[config.mk]
export PLATFORM = sky130hd
export DESIGN_NAME = vga_timing_gen
export DESIGN_NICKNAME = d
export VERILOG_FILES = /design/src/rtl/vga_timing_gen.sv
export SDC_FILE = /design/constraint.sdc
export NUM_CORES = 1
export LEC_CHECK = 0
export BUFFER_PORTS_ARGS = -buffer_cell sky130_fd_sc_hd__buf_2
export CAP_MARGIN = 20
export CORE_MARGIN = 2
export CORE_UTILIZATION = 35
export CTS_CLUSTER_DIAMETER = 100
export CTS_CLUSTER_SIZE = 16
export DETAILED_ROUTE_END_ITERATION = 7
export PLACE_DENSITY = 0.68
export SLEW_MARGIN = 10
export SYNTH_ARGS = -nofsm -noshare
export SYNTH_HDL_FRONTEND = slang
export SYNTH_SLANG_ARGS = --single-unit
[constraint.sdc]
create_clock -name iCLK -period 4.9 [get_ports iCLK]
set_input_delay 0.98 -clock iCLK [delete_from_list [all_inputs] [get_ports iCLK]]
set_output_delay 0.98 -clock iCLK [all_outputs]
set_load 0.02 [all_outputs]
[src/rtl/vga_timing_gen.sv]
// vga_timing_gen
// Generates VGA raster timing from a pixel clock and clock enable, and drives
// the VGA pins with colour from one of three sources (host, colour bars, black).
//
// Ports:
//   iCLK, iRST_N          pixel clock, asynchronous active-low reset
//   iEN                   pixel clock enable; all state holds while low
//   iMode                 source select (0 host, 1 colour bars, 2/3 black),
//                         sampled only at the start of a frame
//   iRed/iGreen/iBlue     host colour, presented PIPE enabled cycles after
//                         the matching coordinate appears on oCoord_X/Y
//   oCoord_X/oCoord_Y     current raster coordinate (counter registers)
//   oReq                  current coordinate lies in the active area
//   oFrame_Start          one-cycle pulse while the coordinate is (0,0)
//   oVGA_R/G/B            pixel colour, zero outside the active area
//   oVGA_H_SYNC/V_SYNC    syncs, asserted level HS_POL/VS_POL
//   oVGA_BLANK            active-low blank
//   oVGA_SYNC             composite sync, tied low
module vga_timing_gen #(
   parameter int   H_ACT  = 640,
   parameter int   H_FP   = 16,
   parameter int   H_SYNC = 96,
   parameter int   H_BP   = 48,
   parameter int   V_ACT  = 480,
   parameter int   V_FP   = 10,
   parameter int   V_SYNC = 2,
   parameter int   V_BP   = 33,
   parameter logic HS_POL = 1'b0,
   parameter logic VS_POL = 1'b0,
   parameter int   CW     = 10,
   parameter int   PIPE   = 2
) (
   input  logic          iCLK,
   input  logic          iRST_N,
   input  logic          iEN,
   input  logic [1:0]    iMode,
   input  logic [CW-1:0] iRed,
   input  logic [CW-1:0] iGreen,
   input  logic [CW-1:0] iBlue,
   output logic [11:0]   oCoord_X,
   output logic [11:0]   oCoord_Y,
   output logic          oReq,
   output logic          oFrame_Start,
   output logic [CW-1:0] oVGA_R,
   output logic [CW-1:0] oVGA_G,
   output logic [CW-1:0] oVGA_B,
   output logic          oVGA_H_SYNC,
   output logic          oVGA_V_SYNC,
   output logic          oVGA_BLANK,
   output logic          oVGA_SYNC
);

   localparam int H_TOTAL  = H_ACT + H_FP + H_SYNC + H_BP;
   localparam int V_TOTAL  = V_ACT + V_FP + V_SYNC + V_BP;
   localparam int HS_START = H_ACT + H_FP;
   localparam int HS_END   = HS_START + H_SYNC;
   localparam int VS_START = V_ACT + V_FP;
   localparam int VS_END   = VS_START + V_SYNC;
   localparam int BAR_W    = H_ACT / 8;

   localparam logic [11:0] H_LAST = 12'(H_TOTAL - 1);
   localparam logic [11:0] V_LAST = 12'(V_TOTAL - 1);

   // Everything the output register needs about one coordinate travels
   // together, so syncs, blank, bar index and source stay aligned.
   typedef struct packed {
      logic       de;
      logic       hs;
      logic       vs;
      logic [2:0] bar;
      logic [1:0] mode;
   } stage_t;

   localparam stage_t STAGE_RST = '{de: 1'b0, hs: ~HS_POL, vs: ~VS_POL,
                                    bar: 3'd0, mode: 2'd0};

   logic [11:0] h, v;
   logic [11:0] hNext, vNext;
   logic        hWrap;
   logic        nextActive, nextOrigin;
   logic [1:0]  modeReg;
   stage_t      rawStage, dlyStage;
   logic [2:0]  barRgb;
   logic [CW-1:0] srcR, srcG, srcB;

   // Next raster position; the comparisons use 13 bits so a region ending
   // exactly at 4096 still compares correctly.
   always_comb begin
      hWrap      = (h == H_LAST);
      hNext      = hWrap ? 12'd0 : h + 12'd1;
      vNext      = v;
      if (hWrap) begin
         vNext = (v == V_LAST) ? 12'd0 : v + 12'd1;
      end
      nextActive = ({1'b0, hNext} < 13'(H_ACT)) && ({1'b0, vNext} < 13'(V_ACT));
      nextOrigin = (hNext == 12'd0) && (vNext == 12'd0);
   end

   // Raster counters plus the flags that describe the coordinate they hold.
   // Reset parks the counters on the last coordinate so the first enabled
   // edge lands on (0,0). The source mode is only sampled as a new frame
   // begins, so a frame never mixes sources.
   always_ff @(posedge iCLK or negedge iRST_N) begin
      if (!iRST_N) begin
         h            <= H_LAST;
         v            <= V_LAST;
         oReq         <= 1'b0;
         oFrame_Start <= 1'b0;
         modeReg      <= 2'd0;
      end else if (iEN) begin
         h            <= hNext;
         v            <= vNext;
         oReq         <= nextActive;
         oFrame_Start <= nextOrigin;
         if (nextOrigin) begin
            modeReg <= iMode;
         end
      end
   end

   assign oCoord_X = h;
   assign oCoord_Y = v;

   // Per-coordinate raw timing for the coordinate currently on oCoord.
   always_comb begin
      rawStage      = STAGE_RST;
      rawStage.de   = ({1'b0, h} < 13'(H_ACT)) && ({1'b0, v} < 13'(V_ACT));
      rawStage.hs   = (({1'b0, h} >= 13'(HS_START)) && ({1'b0, h} < 13'(HS_END)))
                      ? HS_POL : ~HS_POL;
      rawStage.vs   = (({1'b0, v} >= 13'(VS_START)) && ({1'b0, v} < 13'(VS_END)))
                      ? VS_POL : ~VS_POL;
      rawStage.bar  = 3'(h / 12'(BAR_W));
      rawStage.mode = modeReg;
   end

   // Delay line matching the host's colour latency; with PIPE=0 the raw
   // timing feeds the output register directly.
   generate
      if (PIPE == 0) begin : gNoPipe
         assign dlyStage = rawStage;
      end else begin : gPipe
         stage_t pipe [PIPE];

         // Shift register advancing one stage per enabled cycle.
         always_ff @(posedge iCLK or negedge iRST_N) begin
            if (!iRST_N) begin
               for (int i = 0; i < PIPE; i++) begin
                  pipe[i] <= STAGE_RST;
               end
            end else if (iEN) begin
               pipe[0] <= rawStage;
               for (int i = 1; i < PIPE; i++) begin
                  pipe[i] <= pipe[i-1];
               end
            end
         end

         assign dlyStage = pipe[PIPE-1];
      end
   endgenerate

   // Colour bar lookup (bits R,G,B) and source selection for the delayed
   // coordinate.
   always_comb begin
      barRgb = 3'b000;
      case (dlyStage.bar)
         3'd0:    barRgb = 3'b111;
         3'd1:    barRgb = 3'b110;
         3'd2:    barRgb = 3'b011;
         3'd3:    barRgb = 3'b010;
         3'd4:    barRgb = 3'b101;
         3'd5:    barRgb = 3'b100;
         3'd6:    barRgb = 3'b001;
         default: barRgb = 3'b000;
      endcase
      srcR = '0;
      srcG = '0;
      srcB = '0;
      case (dlyStage.mode)
         2'd0: begin
            srcR = iRed;
            srcG = iGreen;
            srcB = iBlue;
         end
         2'd1: begin
            srcR = {CW{barRgb[2]}};
            srcG = {CW{barRgb[1]}};
            srcB = {CW{barRgb[0]}};
         end
         default: begin
            srcR = '0;
            srcG = '0;
            srcB = '0;
         end
      endcase
   end

   // Output register: one enabled cycle after the delay line, so pins trail
   // the coordinate by PIPE+1 enabled cycles with everything aligned.
   always_ff @(posedge iCLK or negedge iRST_N) begin
      if (!iRST_N) begin
         oVGA_R      <= '0;
         oVGA_G      <= '0;
         oVGA_B      <= '0;
         oVGA_BLANK  <= 1'b0;
         oVGA_H_SYNC <= ~HS_POL;
         oVGA_V_SYNC <= ~VS_POL;
      end else if (iEN) begin
         oVGA_R      <= dlyStage.de ? srcR : '0;
         oVGA_G      <= dlyStage.de ? srcG : '0;
         oVGA_B      <= dlyStage.de ? srcB : '0;
         oVGA_BLANK  <= dlyStage.de;
         oVGA_H_SYNC <= dlyStage.hs;
         oVGA_V_SYNC <= dlyStage.vs;
      end
   end

   assign oVGA_SYNC = 1'b0;

endmodule

* After elaboration in Yosys (flattened, before gate mapping)
Cells that the tools add are included.
Storage, ports and cells: output and inout port bits 60, register bits after elaboration 77
Operators by class: add/sub/neg operators 2, reductions and logical operators 10, equality and inequality tests 9, $lt $le $gt $ge 8, div/mod/pow operators 1, muxes and demuxes 12
Operators with widths (number):
- $pmux W10 S2 | 3
- $lt A12 B10 Y1 const B | 3
- $lt A12 B9 Y1 const B | 3
- $mux W12 | 3
- $mux W10 | 3
- $add A12 B1 Y12 const B | 2
- $eq A12 B10 Y1 const B | 2
- $logic_not A12 Y1 | 2
- $pmux W3 S7 | 1
- $div A12 B7 Y12 const B | 1
- $ge A12 B10 Y1 const B | 1
- $ge A12 B9 Y1 const B | 1
- $eq A3 B3 Y1 const B | 3
- $eq A3 B2 Y1 const B | 2
- $logic_and A1 B1 Y1 | 5
- $eq A3 B1 Y1 const B | 1
- $logic_not A3 Y1 | 1
- $eq A2 B1 Y1 const B | 1
- $logic_not A2 Y1 | 1
- $mux W1 | 2
- $reduce_and A2 Y1 | 1

* Longest topological paths before layout
Gate-level depths: netlist (run 1).
word-level depth 6, depth in mapped cells 10, gate-level depth less buffers 9

* Worst setup path after synthesis (run 1)
No wires, ideal clock.
path type register to register, start point reg v[1], in the netlist oCoord_Y[1], end point reg modeReg[0], stages on the path, launching flop included 10, required time 4.772 ns, setup slack 2.240 ns, data arrival time 2.533 ns, clock period less this slack 2.660 ns, cell sequence dfrtp_1 > ha_1 > and4_1 > clkbuf_1 > nand2_1 > or4_1 > a21o_1 > a22oi_2 > nand4b_1 > mux2_1
Between the ends: word-level cells in the longest chain between the ends 6, elaborated cells on any way between the ends 7, classes of those cells add/sub: 1; eq/ne: 1; mux: 2; reduce/logical: 3
Ends and longest elaborated chain:
- start, declared | line 77 | logic [11:0] h, v;
- start signal, assigned | line 112 | v <= vNext;
- $add A12 B1 Y12 / $eq A12 B10 Y1 (equally long branches) | line 93 | vNext = (v == V_LAST) ? 12'd0 : v + 12'd1;
- $mux W12 | line 93
- $mux W12 (*) | line 92 | if (hWrap) begin
- $logic_not A12 Y1 (*) | line 96 | nextOrigin = (hNext == 12'd0) && (vNext == 12'd0);
- $logic_and A1 B1 Y1 (*) | line 96
- $reduce_and A2 Y1 (no line) (*)
- end signal, assigned | line 116 | modeReg <= iMode;
- end, declared | line 81 | logic [1:0] modeReg;
Mark *: on every way between the ends. The rest lies on a longest branch, timed or not. A chain may end at the register's enable or synchronous reset.

* Worst setup path in the final report (run 1)
start point reg h[0], in the netlist oCoord_X[0], end point reg modeReg[1]
Between the ends: word-level cells in the longest chain between the ends 5, elaborated cells on any way between the ends 8, classes of those cells add/sub: 1; eq/ne: 1; mux: 2; reduce/logical: 4
Ends and longest elaborated chain:
- start, declared | line 77
- start signal, assigned | line 111 | h <= hNext;
- $add A12 B1 Y12 / $eq A12 B10 Y1 (equally long branches) | line 90, 89
- $mux W12 (on tied branches) | line 90, 92
- $logic_not A12 Y1 | line 96
- $logic_and A1 B1 Y1 (*) | line 96
- $reduce_and A2 Y1 (no line) (*)
Marks and branches as above.

==> results.md, run 1 <==
* First-pass GRT wire length at between 15 and 20 mm
* Final hold vios at 0
* Tightest Pin Transition at approximately 990 ps
* Hpwl dp at approximately 7.6 mm
* Top FF cell, synth: dfrtp_1
* Final core occ at approximately 43%
* Vias in the first global route at 3,564
* Critical Path Slowest Stage Cell: dfstp_2
* Leading area contributor after synthesis: dfrtp_1
* Post-route DRC at 0
* Core area at 0.01191 mm2
* Initial Util at between 30% and 40%
* Drt first pass iters at 5
* Count of cell types in the netlist at 63
* Clk_skew at 5.902 ps
* Final #Nets at 551
* Arrival time worst endpoint at roughly 3200 ps
* EDFF count, synth at 0
* CTS Buf Count at 9
* Seq pwr share at between 40% and 50%
* Mapped Area at approximately 0.0042 mm2
* CTS clk-pin slew, worst paths at 60 ps
* Cells after DPL at 646
* DRT Wirelength at approximately 11 mm
* P_sw at about 0.00057 W
* Top post-synthesis cells by area: dfrtp_1 (36%), dfstp_2 (9.9%), o2bb2ai_1 (6.6%), a21oi_1 (5.0%), mux2_2 (3.7%)
* Combinational power share at 19.2%
* Drt via density at approximately 5.6
* Antenna violations before repair at 0
* CTS sink cnt at between 70 and 80
* Required @ worst endpoint at 5110 ps
* Synth top area share at a little over a third
* Num rows at 40
* Root Driver: clkbuf_16
* Longest Clk Path Bufs at 2
* Period utilization at between 60% and 70%
* Pin count of the biggest net entering global routing at between 70 and 80
* Status: complete, no violations
* Fmax at about 340 MHz
* Clock share of power at between 30% and 40%
* Post-cts resize count at 0
* Most common cell after layout, fill and taps aside: buf_2
* H-tree levels at 3
* Slew HR at about a third
* Hold Crit Start: oVGA_R[3]
* Antenna fix cells at 0
* CP peak stage delay at ~560 ps
* WP buf/inv at 0
* Synthesis-to-layout area growth at 20.66%
* Total congestion overflow at 0
* Count of final setup violators at 0
* VDD IR-drop max at 184.6 uV
* Cells after Synth at 440
* Power per standard cell area at roughly 370 mW/mm2
* Internal power at 0.001310 W
* Sequential fraction of the synthesis area at 46.05%
* CTS tree: yes
* Post-Layout Cell Count at about 660
* CP max FO at 9
* Final Cell Area at slightly above 0.005 mm2
* CP cell instances: ha_1, and3_1, nand4_2, or4_1, a21o_1, a22oi_2, nand4b_1, mux2_1
* Critical path's top delay family: simple AND/OR/NAND/NOR gates
* Hold crit path type: reg2reg
* Clock latency on the worst-skew pair at around 330 ps
* Pleak at 2.277 nW
* CP Class: reg2reg
* Hold Buf Count CTS at 0
* I/O Buffers at 93
* Synthesis Warnings at 0
* Slew Viols, Final at 0
* Initial DRC Count at between 200 and 250
* Synth Register Bits at just under 80
* Crit start category: register
* Total negative slack at 0 ps
* ANT nets after route at 0
* Die Height at between 100 and 150 um
* Post-CTS Setup Bufs at 0
* RePlAce Congestion at 0.9859
* Min Tclk post-route at approximately 2900 ps
* Vias at about 3,700
* Ports at 95
* Post-synthesis net count at 479
* Mean Syn Cell Area at ~9.6 um2
* FFs w/ async S/R, synth at 100.0%
* Area after DPL at approximately 0.0047 mm2
* Mean routed wirelength per cell at around 16 um
* Reg-to-reg startpoint: oCoord_X[0]
* Commonest cells after routing, fill and taps aside: buf_2 (92), dfrtp_1 (61), a21oi_1 (42), o2bb2ai_1 (32), nand2_1 (31)
* Share of layout cells above drive strength 1 at 28.82%
* Die Area at around 0.013 mm2
* Worst setup margin at 1958 ps
* Die W at approximately 110 um
* Maxcap violations at 0
* Gr usage total at 17.53%
* RSZ-0062 raised after global routing: false
* Sw frac at 30.49%
* Crit path launch: oCoord_X[0]
* Dpl ws at approximately 2000 ps
* CP endpoint kind: register
==> kinds of logic after synthesis <==
family	after synthesis	share of synthesized area (%)
AND/OR/NAND/NOR	136	17.58
XOR/XNOR	17	3.522
AO/OA/AOI/OAI	140	22.23
buffers and inverters	48	4.853
adder cells (fa/ha/maj)	5	1.421
other	1	0.08870
multiplexers	16	4.262
flip-flops	77	46.05
==> area by class of cell <==
class	instances	area [um2]
fillers	1141	6810
multi-input cells	315	2078
flip-flops and latches	77	1947
repair buffers	97	521.8
clock buffers	10	229.0
well taps	147	183.9
clock inverters	6	96.34
inverters	12	45.04
==> cells in the mapped netlist (all sizes together), types with 5 or more instances <==
master	number
nand2	31
buf	13
inv	12
clkbuf	23
and2	6
nand3	14
dfstp	16
and3	7
o2bb2ai	32
nand4	11
nor2b	5
o31ai	5
xor2	5
mux2	16
nor3	10
nor2	23
xnor2	12
o21ai	28
dfrtp	61
a21oi	42
o22ai	5
nand2b	5
and4	6
==> flip-flops by register name (all words and copies together), names as in the netlist <==
| name | flops |
|---|---|
| oCoord_X | 12 |
| oCoord_Y | 12 |
| oVGA_B | 10 |
| oVGA_G | 10 |
| oVGA_R | 10 |
| dlyStage | 8 |
| gPipe.pipe | 8 |
| modeReg | 2 |
| oFrame_Start | 1 |
| oReq | 1 |
| oVGA_BLANK | 1 |
| oVGA_H_SYNC | 1 |
| oVGA_V_SYNC | 1 |
==> per-layer routing <==
layer / track usage (%) / vias up / part of all wire (%)
met5: 0 / - / 0
met4: 6.423 / 0 / 1.9
met3: 6.164 / 19 / 8.5
met2: 26.43 / 151 / 45
met1: 23.36 / 1758 / 45
li1: - / 1769 / -
==> power groups by stage <==
stage	Combinational (W)	Clock, W	Sequential [W]
6_report	0.000362	0.000720	0.000803
2_1_floorplan	0.000218	0	0.000826
3_3_place_gp	0.000358	0	0.000807
3_5_place_dp	0.000360	0	0.000813
5_1_grt	0.000402	0.000777	0.000817
4_1_cts	0.000362	0.000743	0.000802
==> worst paths after layout <==
path                                   to  slack, ps  cells after the start
max                            modeReg[1]       1960                      8
min                             oVGA_R[3]        480                      1
max reg2reg                    modeReg[1]       1960                      8
min reg2reg                     oVGA_R[3]        480                      1
max in group asynchronous  gPipe.pipe[13]       3690                      2
min in group asynchronous       oVGA_R[1]        560                      1
==> metrics by stage <==
step                      hold slack [ps]  total power, W
final                               482.4        0.001885
after global routing                500.4        0.001996
after CTS                           486.1        0.001907
after detailed placement            471.1        0.001173
after global placement              463.6        0.001165
after floorplan                     449.3        0.001044
No activity file was read; power rests on OpenSTA's default activity.
==> run 2, diff against run 1 <==
PLACE_DENSITY = 0.7   (was 0.68)
clock period = 2.7 ns   (was 4.9 ns; I/O delays follow)
==> run 2 against run 1 <==
  * Sequential power up 74%
  * First-iteration DRC count rose by 32%
  * Via count grew 1.8%
  * Largest power group unchanged
  * Setup slack got worse by 1900 ps
  * Die area is the same
  * Wire length grew 4.0%
  * Utilization is 1.1 points higher
  * Total power grew 75%
  * Non-clock buffer count up 27
  * Critical endpoint unchanged
  * Count of clock-buffer cells in the layout shrank 1
==> results.md, run 2 (same netlist as run 1, synthesis figures left out) <==
* Status: complete, no violations
* Drt first pass iters at 4
* Post-route DRC at 0
* Maxcap violations at 0
* Final core occ at between 40% and 50%
* Longest Clk Path Bufs at 2
* VDD IR-drop max at roughly 260 uV
* CP max FO at 6
* CTS Buf Count at 9
* Final #Nets at approximately 580
* Required @ worst endpoint at approximately 2900 ps
* Slew Viols, Final at 0
* Vias in the first global route at 3,598
* Worst Reg-to-Reg Cells at 8
* Die Height at between 100 and 150 um
* Dpl ws at between 4 and 5 ps
* Share of layout cells above drive strength 1 at about a third
* Critical path's top delay family: simple AND/OR/NAND/NOR gates
* Pleak at approximately 2.4 nW
* Root Driver: clkbuf_16
* I/O Buffers at 93
* H-tree levels at 3
* CP cell instances: ha_2, and3_4, nand4_2, or4_1, a21o_1, a22oi_2, nand4b_1, mux2_1
* Num rows at 40
* Commonest cells after routing, fill and taps aside: buf_2 (92), dfrtp_1 (60), a21oi_1 (42), o2bb2ai_1 (32), buf_4 (32)
* CTS clk-pin slew, worst paths at approximately 60 ps
* Slew HR at a little over a third
* CP endpoint kind: register
* Post-cts resize count at 1
* CP peak stage delay at ~530 ps
* Count of final setup violators at 0
* RePlAce Congestion at about 0.95
* Clock latency on the worst-skew pair at 340 ps
* R2R Path End: modeReg[1]
* Pin count of the biggest net entering global routing at a little under 80
* Most common cell after layout, fill and taps aside: buf_2
* ANT nets after route at 0
* Vias at around 3,800
* Clk_skew at between 5 and 6 ps
* Hpwl dp at around 8.0 mm
* Hold Buf Count CTS at 0
* Synthesis-to-layout area growth at 23.79%
* Final hold vios at 0
* Crit start category: register
* Period utilization at between 90% and 100%
* DRT Wirelength at between 10 and 15 mm
* Drt via density at around 5.5
* Antenna violations before repair at 0
* CTS sink cnt at between 70 and 80
* Post-Layout Cell Count at 690
* Fmax at 380.8 MHz
* Antenna fix cells at 0
* Reg-to-reg startpoint: oCoord_X[0]
* Mean routed wirelength per cell at between 15 and 20 um
* First-pass GRT wire length at between 15 and 20 mm
* Die W at between 100 and 150 um
* Core area at between 0.01 and 0.015 mm2
* Total congestion overflow at 0
* Die Area at about 0.013 mm2
* Hold crit path type: in2async
* RSZ-0062 raised after global routing: true
* Post-CTS Setup Bufs at 0
* CTS tree: yes
* Ports at 95
* Worst setup margin at approximately 74 ps
* Power per standard cell area at approximately 630 mW/mm2
* Tightest Pin Transition at about 950 ps
* Critical Path Slowest Stage Cell: dfstp_2
* WP buf/inv at 0
* Cells after DPL at 675
* Initial DRC Count at between 200 and 300
* Initial Util at a little over a third
* CP Class: reg2reg
* Flop-to-flop setup slack at ~74 ps
* Min Tclk post-route at ~2600 ps
* Gr usage total at roughly 18%
* Arrival time worst endpoint at 2840 ps
[run 2: final cells by class]
cell class	count	area, um2
tap	147	183.9
clock buffer	9	225.2
clock inverter	6	38.79
timing repair buffer	124	700.7
inverter	12	45.04
multi-input combinational	315	2092
fill	1165	6678
sequential	77	1948
[run 2: metrics by stage]
| step | hold WS (ps) | TNS, ps | instance area, um2 | power [W] |
|---|---|---|---|---|
| floorplan | 244.4 | 0 | 4228 | 0.001895 |
| finish | 347.5 | 0 | 5234 | 0.003299 |
| detailed placement | 471.5 | 0 | 4955 | 0.002202 |
| CTS | 401.8 | 0 | 5220 | 0.003315 |
| global placement | 463.6 | 0 | 4955 | 0.002177 |
| global route | 430.3 | -2.999 | 5234 | 0.003459 |
[run 2: per-layer routing]
| metal | track usage (%) | wire length (um) | vias to the layer above |
|---|---|---|---|
| met5 | 0 | 0 | - |
| met4 | 5.935 | 217 | 0 |
| met3 | 4.942 | 774 | 19 |
| met2 | 28.02 | 5098 | 124 |
| met1 | 23.89 | 5222 | 1800 |
| li1 | - | - | 1820 |
[run 2: how the worst max path moves through the flow]
stage / depth (start not counted) / to / from / slack, ps
after floorplan: 9 / modeReg[0] / oCoord_Y[1] / 40
after global placement: 8 / modeReg[1] / oCoord_X[0] / 90
after detailed placement: 8 / modeReg[1] / oCoord_X[0] / 4
after CTS: 8 / modeReg[1] / oCoord_X[0] / 40
after global routing: 8 / modeReg[0] / oCoord_X[0] / -3
final: 8 / modeReg[1] / oCoord_X[0] / 70
[run 2: power by group]
group	total (W)	switching, W	leakage (nW)	internal [W]
Combinational	0.000798	0.000480	1.27	0.000319
Sequential	0.00140	0.000104	0.973	0.00129
Clock	0.00110	0.000487	0.127	0.000615
Total	0.00330	0.00107	2.37	0.00223
